## src/rtl/bcd_counter_n.sv

```systemverilog
// bcd_counter_n: parametrised multi-digit BCD up/down counter.
// DIGITS decades ripple carry/borrow internally. Supports synchronous clear,
// parallel load with per-digit BCD validation, count direction and either
// wrap or saturate at the terminal count. Pulse outputs are registered and
// last one cycle. at_max / at_min decode the present count only.
// DIGITS is intended to be in the range 1..8.
module bcd_counter_n #(
  parameter int DIGITS = 4,
  parameter bit WRAP   = 1'b1
) (
  input  logic                  clk,
  input  logic                  reset_n,
  input  logic                  clr,
  input  logic                  load,
  input  logic [4*DIGITS-1:0]   din,
  input  logic                  en,
  input  logic                  up,
  output logic [4*DIGITS-1:0]   q,
  output logic                  ovf,
  output logic                  unf,
  output logic                  load_err,
  output logic                  at_max,
  output logic                  at_min
);

  localparam int W = 4 * DIGITS;

  // True when a 4-bit code is a legal BCD digit.
  function automatic logic digit_valid(input logic [3:0] d);
    return (d <= 4'd9);
  endfunction

  // Replace every illegal digit of a load word with zero.
  function automatic logic [W-1:0] sanitize(input logic [W-1:0] v);
    logic [W-1:0] r;
    r = v;
    for (int i = 0; i < DIGITS; i++) begin
      if (!digit_valid(v[4*i +: 4])) begin
        r[4*i +: 4] = 4'd0;
      end else begin
        r[4*i +: 4] = v[4*i +: 4];
      end
    end
    return r;
  endfunction

  // True when at least one digit of a load word is illegal.
  function automatic logic any_invalid(input logic [W-1:0] v);
    logic bad;
    bad = 1'b0;
    for (int i = 0; i < DIGITS; i++) begin
      if (!digit_valid(v[4*i +: 4])) begin
        bad = 1'b1;
      end else begin
        bad = bad;
      end
    end
    return bad;
  endfunction

  logic [W-1:0] q_r;
  logic         ovf_r;
  logic         unf_r;
  logic         load_err_r;

  logic [W-1:0] step_s;      // count value after one step in the chosen direction
  logic         carry_s;     // ripple carry/borrow; left set means terminal count
  logic [3:0]   digit_s;
  logic [W-1:0] q_nxt_s;
  logic         ovf_nxt_s;
  logic         unf_nxt_s;
  logic         load_err_nxt_s;

  // Ripple one step through the decades; carry survives only across all-9s (up) or all-0s (down).
  always_comb begin
    step_s  = q_r;
    carry_s = 1'b1;
    digit_s = 4'd0;
    for (int i = 0; i < DIGITS; i++) begin
      digit_s = q_r[4*i +: 4];
      if (carry_s) begin
        if (up) begin
          if (digit_s >= 4'd9) begin
            step_s[4*i +: 4] = 4'd0;
            carry_s          = 1'b1;
          end else begin
            step_s[4*i +: 4] = digit_s + 4'd1;
            carry_s          = 1'b0;
          end
        end else begin
          if (digit_s == 4'd0) begin
            step_s[4*i +: 4] = 4'd9;
            carry_s          = 1'b1;
          end else begin
            step_s[4*i +: 4] = digit_s - 4'd1;
            carry_s          = 1'b0;
          end
        end
      end else begin
        step_s[4*i +: 4] = digit_s;
        carry_s          = 1'b0;
      end
    end
  end

  // Next-state selection with priority clr > load > en.
  always_comb begin
    q_nxt_s        = q_r;
    ovf_nxt_s      = 1'b0;
    unf_nxt_s      = 1'b0;
    load_err_nxt_s = 1'b0;
    if (clr) begin
      q_nxt_s = {W{1'b0}};
    end else if (load) begin
      q_nxt_s        = sanitize(din);
      load_err_nxt_s = any_invalid(din);
    end else if (en) begin
      if (carry_s && !WRAP) begin
        q_nxt_s = q_r;
      end else begin
        q_nxt_s = step_s;
      end
      ovf_nxt_s = carry_s & up;
      unf_nxt_s = carry_s & ~up;
    end else begin
      q_nxt_s = q_r;
    end
  end

  // Count and pulse registers; asynchronous reset clears everything at once.
  always_ff @(posedge clk or negedge reset_n) begin
    if (!reset_n) begin
      q_r        <= {W{1'b0}};
      ovf_r      <= 1'b0;
      unf_r      <= 1'b0;
      load_err_r <= 1'b0;
    end else begin
      q_r        <= q_nxt_s;
      ovf_r      <= ovf_nxt_s;
      unf_r      <= unf_nxt_s;
      load_err_r <= load_err_nxt_s;
    end
  end

  // Terminal-count decode of the present count.
  always_comb begin
    at_max = 1'b1;
    at_min = 1'b1;
    for (int i = 0; i < DIGITS; i++) begin
      if (q_r[4*i +: 4] != 4'd9) begin
        at_max = 1'b0;
      end else begin
        at_max = at_max;
      end
      if (q_r[4*i +: 4] != 4'd0) begin
        at_min = 1'b0;
      end else begin
        at_min = at_min;
      end
    end
  end

  assign q        = q_r;
  assign ovf      = ovf_r;
  assign unf      = unf_r;
  assign load_err = load_err_r;

endmodule
```

## config.mk

```make
export PLATFORM = sky130hd
export DESIGN_NAME = bcd_counter_n
export DESIGN_NICKNAME = d
export VERILOG_FILES = /design/src/rtl/bcd_counter_n.sv
export SDC_FILE = /design/constraint.sdc
export NUM_CORES = 1
export LEC_CHECK = 0
export ABC_AREA = 1
export BUFFER_PORTS_ARGS = -buffer_cell sky130_fd_sc_hd__buf_4
export CORE_AREA = 3 3 49 84
export CTS_CLUSTER_SIZE = 40
export DETAILED_ROUTE_END_ITERATION = 7
export DIE_AREA = 0 0 52 87
export PLACE_DENSITY = 0.8
export SLEW_MARGIN = 20
export SYNTH_ARGS = -nofsm -noshare
export SYNTH_HDL_FRONTEND = slang
export SYNTH_SLANG_ARGS = --single-unit
```

## constraint.sdc

```tcl
create_clock -name clk -period 1.78 [get_ports clk]
set_input_delay 0.445 -clock clk [delete_from_list [all_inputs] [get_ports clk]]
set_output_delay 0.445 -clock clk [all_outputs]
set_load 0.005 [all_outputs]
```

Word level (Yosys, flattened, before mapping)
Cells that the tools add are included.
{ "totals": {"mem_bits_rw": 0, "reg_bits": 19, "latchBits": 0, "elab_cells": 102, "rom_bits": 0, "mem_count": 0} }
{ "classes": {"bitwise": 3, "n_reduce_logical": 15, "n_eq_ne": 4, "div": 0, "order_cmp": 8, "add_sub_neg": 8, "shifts": 0, "multipliers": 0, "muxes": 57} }
{ "ops": {"columns": ["op", "count"], "rows": [
  ["$mux W4", 19],
  ["$mux W16", 3],
  ["$mux W1", 35],
  ["$add A4 B1 Y4 const B", 4],
  ["$ge A4 B4 Y1 const B", 4],
  ["$le A4 B4 Y1 const B", 4],
  ["$logic_not A4 Y1", 4],
  ["$ne A4 B4 Y1 const B", 4],
  ["$reduce_bool A4 Y1", 4],
  ["$sub A4 B1 Y4 const B", 4],
  ["$reduce_bool A3 Y1", 4],
  ["$reduce_and A2 Y1", 3],
  ["$and A1 B1 Y1", 2],
  ["$not A1 Y1", 1]
]} }

Longest topological paths before layout
{ "depth": {"word_depth": 10, "ltp_mapped": 11, "ltp_nobuf": 11} }

Least setup slack after synthesis
Ideal clock, no wire load.
{ "synth_timing": {"kind": "reg-to-output", "start": "register q_r[8], in the netlist q[8]", "end": "output at_min", "arrival_time_ns": 1.254, "path_stages_with_launch": 7, "slack_ns": 0.081, "t_required_ns": 1.335, "n_path_buf": 0, "path_cell_list": "dfrtp_1 > inv_1 > ha_1 > nand2_2 > nor2_2 > nand3_1 > nor4_1"} }
{ "synth_between": {"elab_chain_len": 3} }
{ "synth_rtl": {"columns": ["element", "line", "rtl"], "rows": [
  ["from (decl)", "61", "logic [W-1:0] q_r;"],
  ["from (signal assigned)", "133", "q_r <= {W{1'b0}};"],
  ["from (signal assigned)", "138", "q_r <= q_nxt_s;"],
  ["$reduce_bool A4 Y1", "155", "if (q_r[4*i +: 4] != 4'd0) begin"],
  ["$mux W1 (2 in a row)", "155", null],
  ["to (decl)", "23", "output logic at_min"]
]} }
Every way passes these cells.

Worst setup path in the final report
{ "layout_timing": {"start": "register q_r[9], in the netlist q[9]", "end": "output at_max"} }
{ "layout_between": {"elab_chain_len": 3} }
{ "layout_rtl": {"columns": ["element", "line", "rtl"], "rows": [
  ["$ne A4 B4 Y1", "150", "if (q_r[4*i +: 4] != 4'd9) begin"],
  ["$mux W1 (2 in a row)", "150", null],
  ["to (decl)", "22", "output logic at_max,"]
]} }
Every way passes these cells.

==> results.cfg <==
[layout]
p_r_area_growth_vs_syn_pct = 33.6
finish.cell_count_without_fillers = 388
multi_input_comb_area_mm2 = 0.00128
final_net_count = 379
regArea_um2 = 475
drive_gt1_share_pct = 29.7
final.fill_count = 298
insertedDiodeCount = 0

[global_route]
track_usage_pct = 26.7
grt_start_max_net_pins = 20
number_of_antenna_violations_at_the_first_check_in_global_routing = 0
grt_first_pass_wirelength_um = 9180
number_of_global_route_vias_before_repair = 2088
global_route_total_overflow = 0

[place]
detailedPlacementHpwl_um = 4310
place_congestion = 0.922
placedCellCount = 379
numPortBuffers = 42

[floorplan]
boundaryPins = 43
core_area_mm2 = 0.00347
fp.dieW_um = 52
fp.dieArea_mm2 = 0.00452
placement_rows = 28
die_height_um = 87
initial_standard_cell_utilization_of_the_core_pct = 53.6

[status]
failing_checks = setup timing
run_status = finished, violations left

[worst_hold_path]
hold_class = in -> async

[clocking]
cts_htree_levels = 1
worstSkewPairLatency_ns = 0.27
cts_tree = done
clock-sinks = 19
bufs_on_longest_clock_path = 2
cts_made_buffers = 3
clockRootBuffer = sky130_fd_sc_hd__clkbuf_8
cts.reportedPaths.clkPinSlew_ns = 0.08
postCtsHoldBufs = 0

[synthesis]
yosysWarningCount = 0
postSynthCellCount = 281
syn_avg_cell_area_um2 = 6.62
synth_cell_type_count = 28
seq_area_frac_synth_pct = 25.6
syn_nets = 316
postSynthRegisterBits = 19
syn-cell-area_mm2 = 0.00186

[timing]
finalCriticalPeriod_ns = 1.94
clock-skew-final_ns = 0.00248
slew_viol_final = 0
final_hold_viol_count = 0
max-slew-margin-rel_pct = 75.0
final_report_setup_violation_count = 2
worst-slew-pin-transition_ns = 0.373
fin_setup_tns_ns = -0.279
whs_ns = 0.0479
fmaxAchievable_mhz = 517
worst_slack_ns = -0.156
grt_setup_unrepaired = true
post-route-period-util_pct = 109

[power]
pwr_dens_mw_per_mm2 = 641
max-vdd-ir-drop_uv = 478
power_leakage_nw = 1.30
total_power_mw = 1.59

[detailed_routing]
wl_um = 5560
detail-route-antenna-nets = 0
detailed_route_iter0_violations = 82
post_drt_wl_per_cell_um = 14.3
drt-vias-per-instance = 5.58
drt_first_pass_iters = 4
count_of_unresolved_drc_violations_after_routing = 0
total_number_of_vias = 2165

[run]
drv_cap = 0

[setup_path]
worstSetupPathType = reg -> out
endpoint_type_of_the_worst_setup_path = output port
critical_path.startpoint_type = register
timing.critical_path.required_ns = 1.33
critPathMaxFanout = 2
cp_data_arrival_time_ns = 1.49
through the flow:
step | worst slack [ns] | util, % | cell area (µm²)
after global routing | -0.260 | 71.7 | 2490
final | -0.156 | 71.7 | 2490
after global placement | 0.0872 | 67.0 | 2320
after floorplan | 0.0811 | - | 1860
after detailed placement | 0.0236 | 67.0 | 2320
after CTS | -0.171 | 70.4 | 2440
registers in the layout, indices dropped and copies added, names as in the netlist:
register  count
q            16
load_err      1
ovf           1
unf           1
worst max-delay path, cell delays in order (launching register included):
cell and delay (ns):
sky130_fd_sc_hd__dfrtp_1 0.40, sky130_fd_sc_hd__inv_2 0.10, sky130_fd_sc_hd__buf_6 0.11, sky130_fd_sc_hd__ha_4 0.12, sky130_fd_sc_hd__nand4_1 0.12, sky130_fd_sc_hd__nor3_2 0.23
sky130_fd_sc_hd__buf_4 0.14
layout make-up:
| class | instances | area share, % |
|---|---|---|
| multi-input cells | 221 | 51.4 |
| clock inverters | 1 | 0.201 |
| repair buffers | 67 | 20.5 |
| inverters | 32 | 4.83 |
| flip-flops and latches | 19 | 19.1 |
| well taps | 45 | 2.26 |
| clock buffers | 3 | 1.66 |
power by group:
group	switching, mW	internal [mW]
Sequential	0.0376	0.470
Clock	0.162	0.156
Combinational	0.426	0.341
Total	0.625	0.968
per-layer routing:
layer  GRT usage [%]  up-vias  routed length [µm]
li1                -     1061                   -
met1            27.9     1009                1980
met2            49.3       74                3110
met3            1.89       21                 214
met4            16.5        0                 248
met5               0        -                   0
worst paths after layout:
check | startpoint | endpoint | slack, ns | depth (start not counted)
worst max-delay path | q[9] | at_max | -0.16 | 6
worst min-delay path | reset_n | q[14] | 0.05 | 1
worst max register to register | q[4] | q[8] | 0.16 | 9
worst min register to register | q[0] | q[0] | 0.61 | 2
max in group asynchronous | reset_n | q[7] | 1.52 | 1
min in group clk | din[0] | q[0] | 0.53 | 5
cells in the mapped netlist:
cell,n,area share (%)
sky130_fd_sc_hd__nand2_1,70,14
sky130_fd_sc_hd__nand3_1,46,12
sky130_fd_sc_hd__inv_1,27,5.4
sky130_fd_sc_hd__dfrtp_1,19,26
sky130_fd_sc_hd__o21ai_0,18,4.8
sky130_fd_sc_hd__a21oi_1,13,3.5
sky130_fd_sc_hd__ha_1,13,8.7
sky130_fd_sc_hd__nor2_1,13,2.6
sky130_fd_sc_hd__nand4_1,11,3.7
sky130_fd_sc_hd__nand2_2,9,3.0
sky130_fd_sc_hd__buf_2,5,1.3
sky130_fd_sc_hd__inv_2,5,1.0
sky130_fd_sc_hd__nor3_1,4,1.1
sky130_fd_sc_hd__o211ai_1,4,1.6
sky130_fd_sc_hd__o21ai_1,4,1.1
sky130_fd_sc_hd__xor2_1,4,1.9
sky130_fd_sc_hd__buf_4,3,1.2
sky130_fd_sc_hd__nand2_4,2,1.2
sky130_fd_sc_hd__xnor2_1,2,0.94
sky130_fd_sc_hd__a31oi_1,1,0.34
sky130_fd_sc_hd__buf_6,1,0.61
sky130_fd_sc_hd__nand3_2,1,0.54
sky130_fd_sc_hd__nand3b_1,1,0.40
sky130_fd_sc_hd__nand4_4,1,1.1
sky130_fd_sc_hd__nor2_2,1,0.34
sky130_fd_sc_hd__nor2_4,1,0.61
sky130_fd_sc_hd__nor4_1,1,0.34
sky130_fd_sc_hd__o21a_1,1,0.40
logic make-up (layout without fill, tap and decap cells):
family	Yosys count	in the layout	share of synthesized area, %
fa+ha+maj	13	13	8.74
simple gates	161	161	41.5
buf+inv	41	103	9.62
compound gates	41	41	11.8
flops	19	19	25.6
xor+xnor	6	6	2.82
placed cells by master, fill, tap and decap left out, drive strengths merged:
cell,Yosys,final
nand2,81,81
nor4,1,1
ha,13,13
a31oi,1,1
o21ai,22,22
clkbuf,0,3
xnor2,2,2
inv,32,32
clkinv,0,1
dfrtp,19,19
o21a,1,1
nand4,12,12
nor3,4,4
buf,9,67
nand3,47,47
a21oi,13,13
nand3b,1,1
xor2,4,4
o211ai,4,4
nor2,15,15
timing repair:
action | 4_1_cts | 5_1_grt
setup endpoints to repair | 2 | 6
pin swaps | 5 | 7
resized for setup | 12 | 7
buffers inserted | 4 | 2
(Power assumes the default switching activity.)
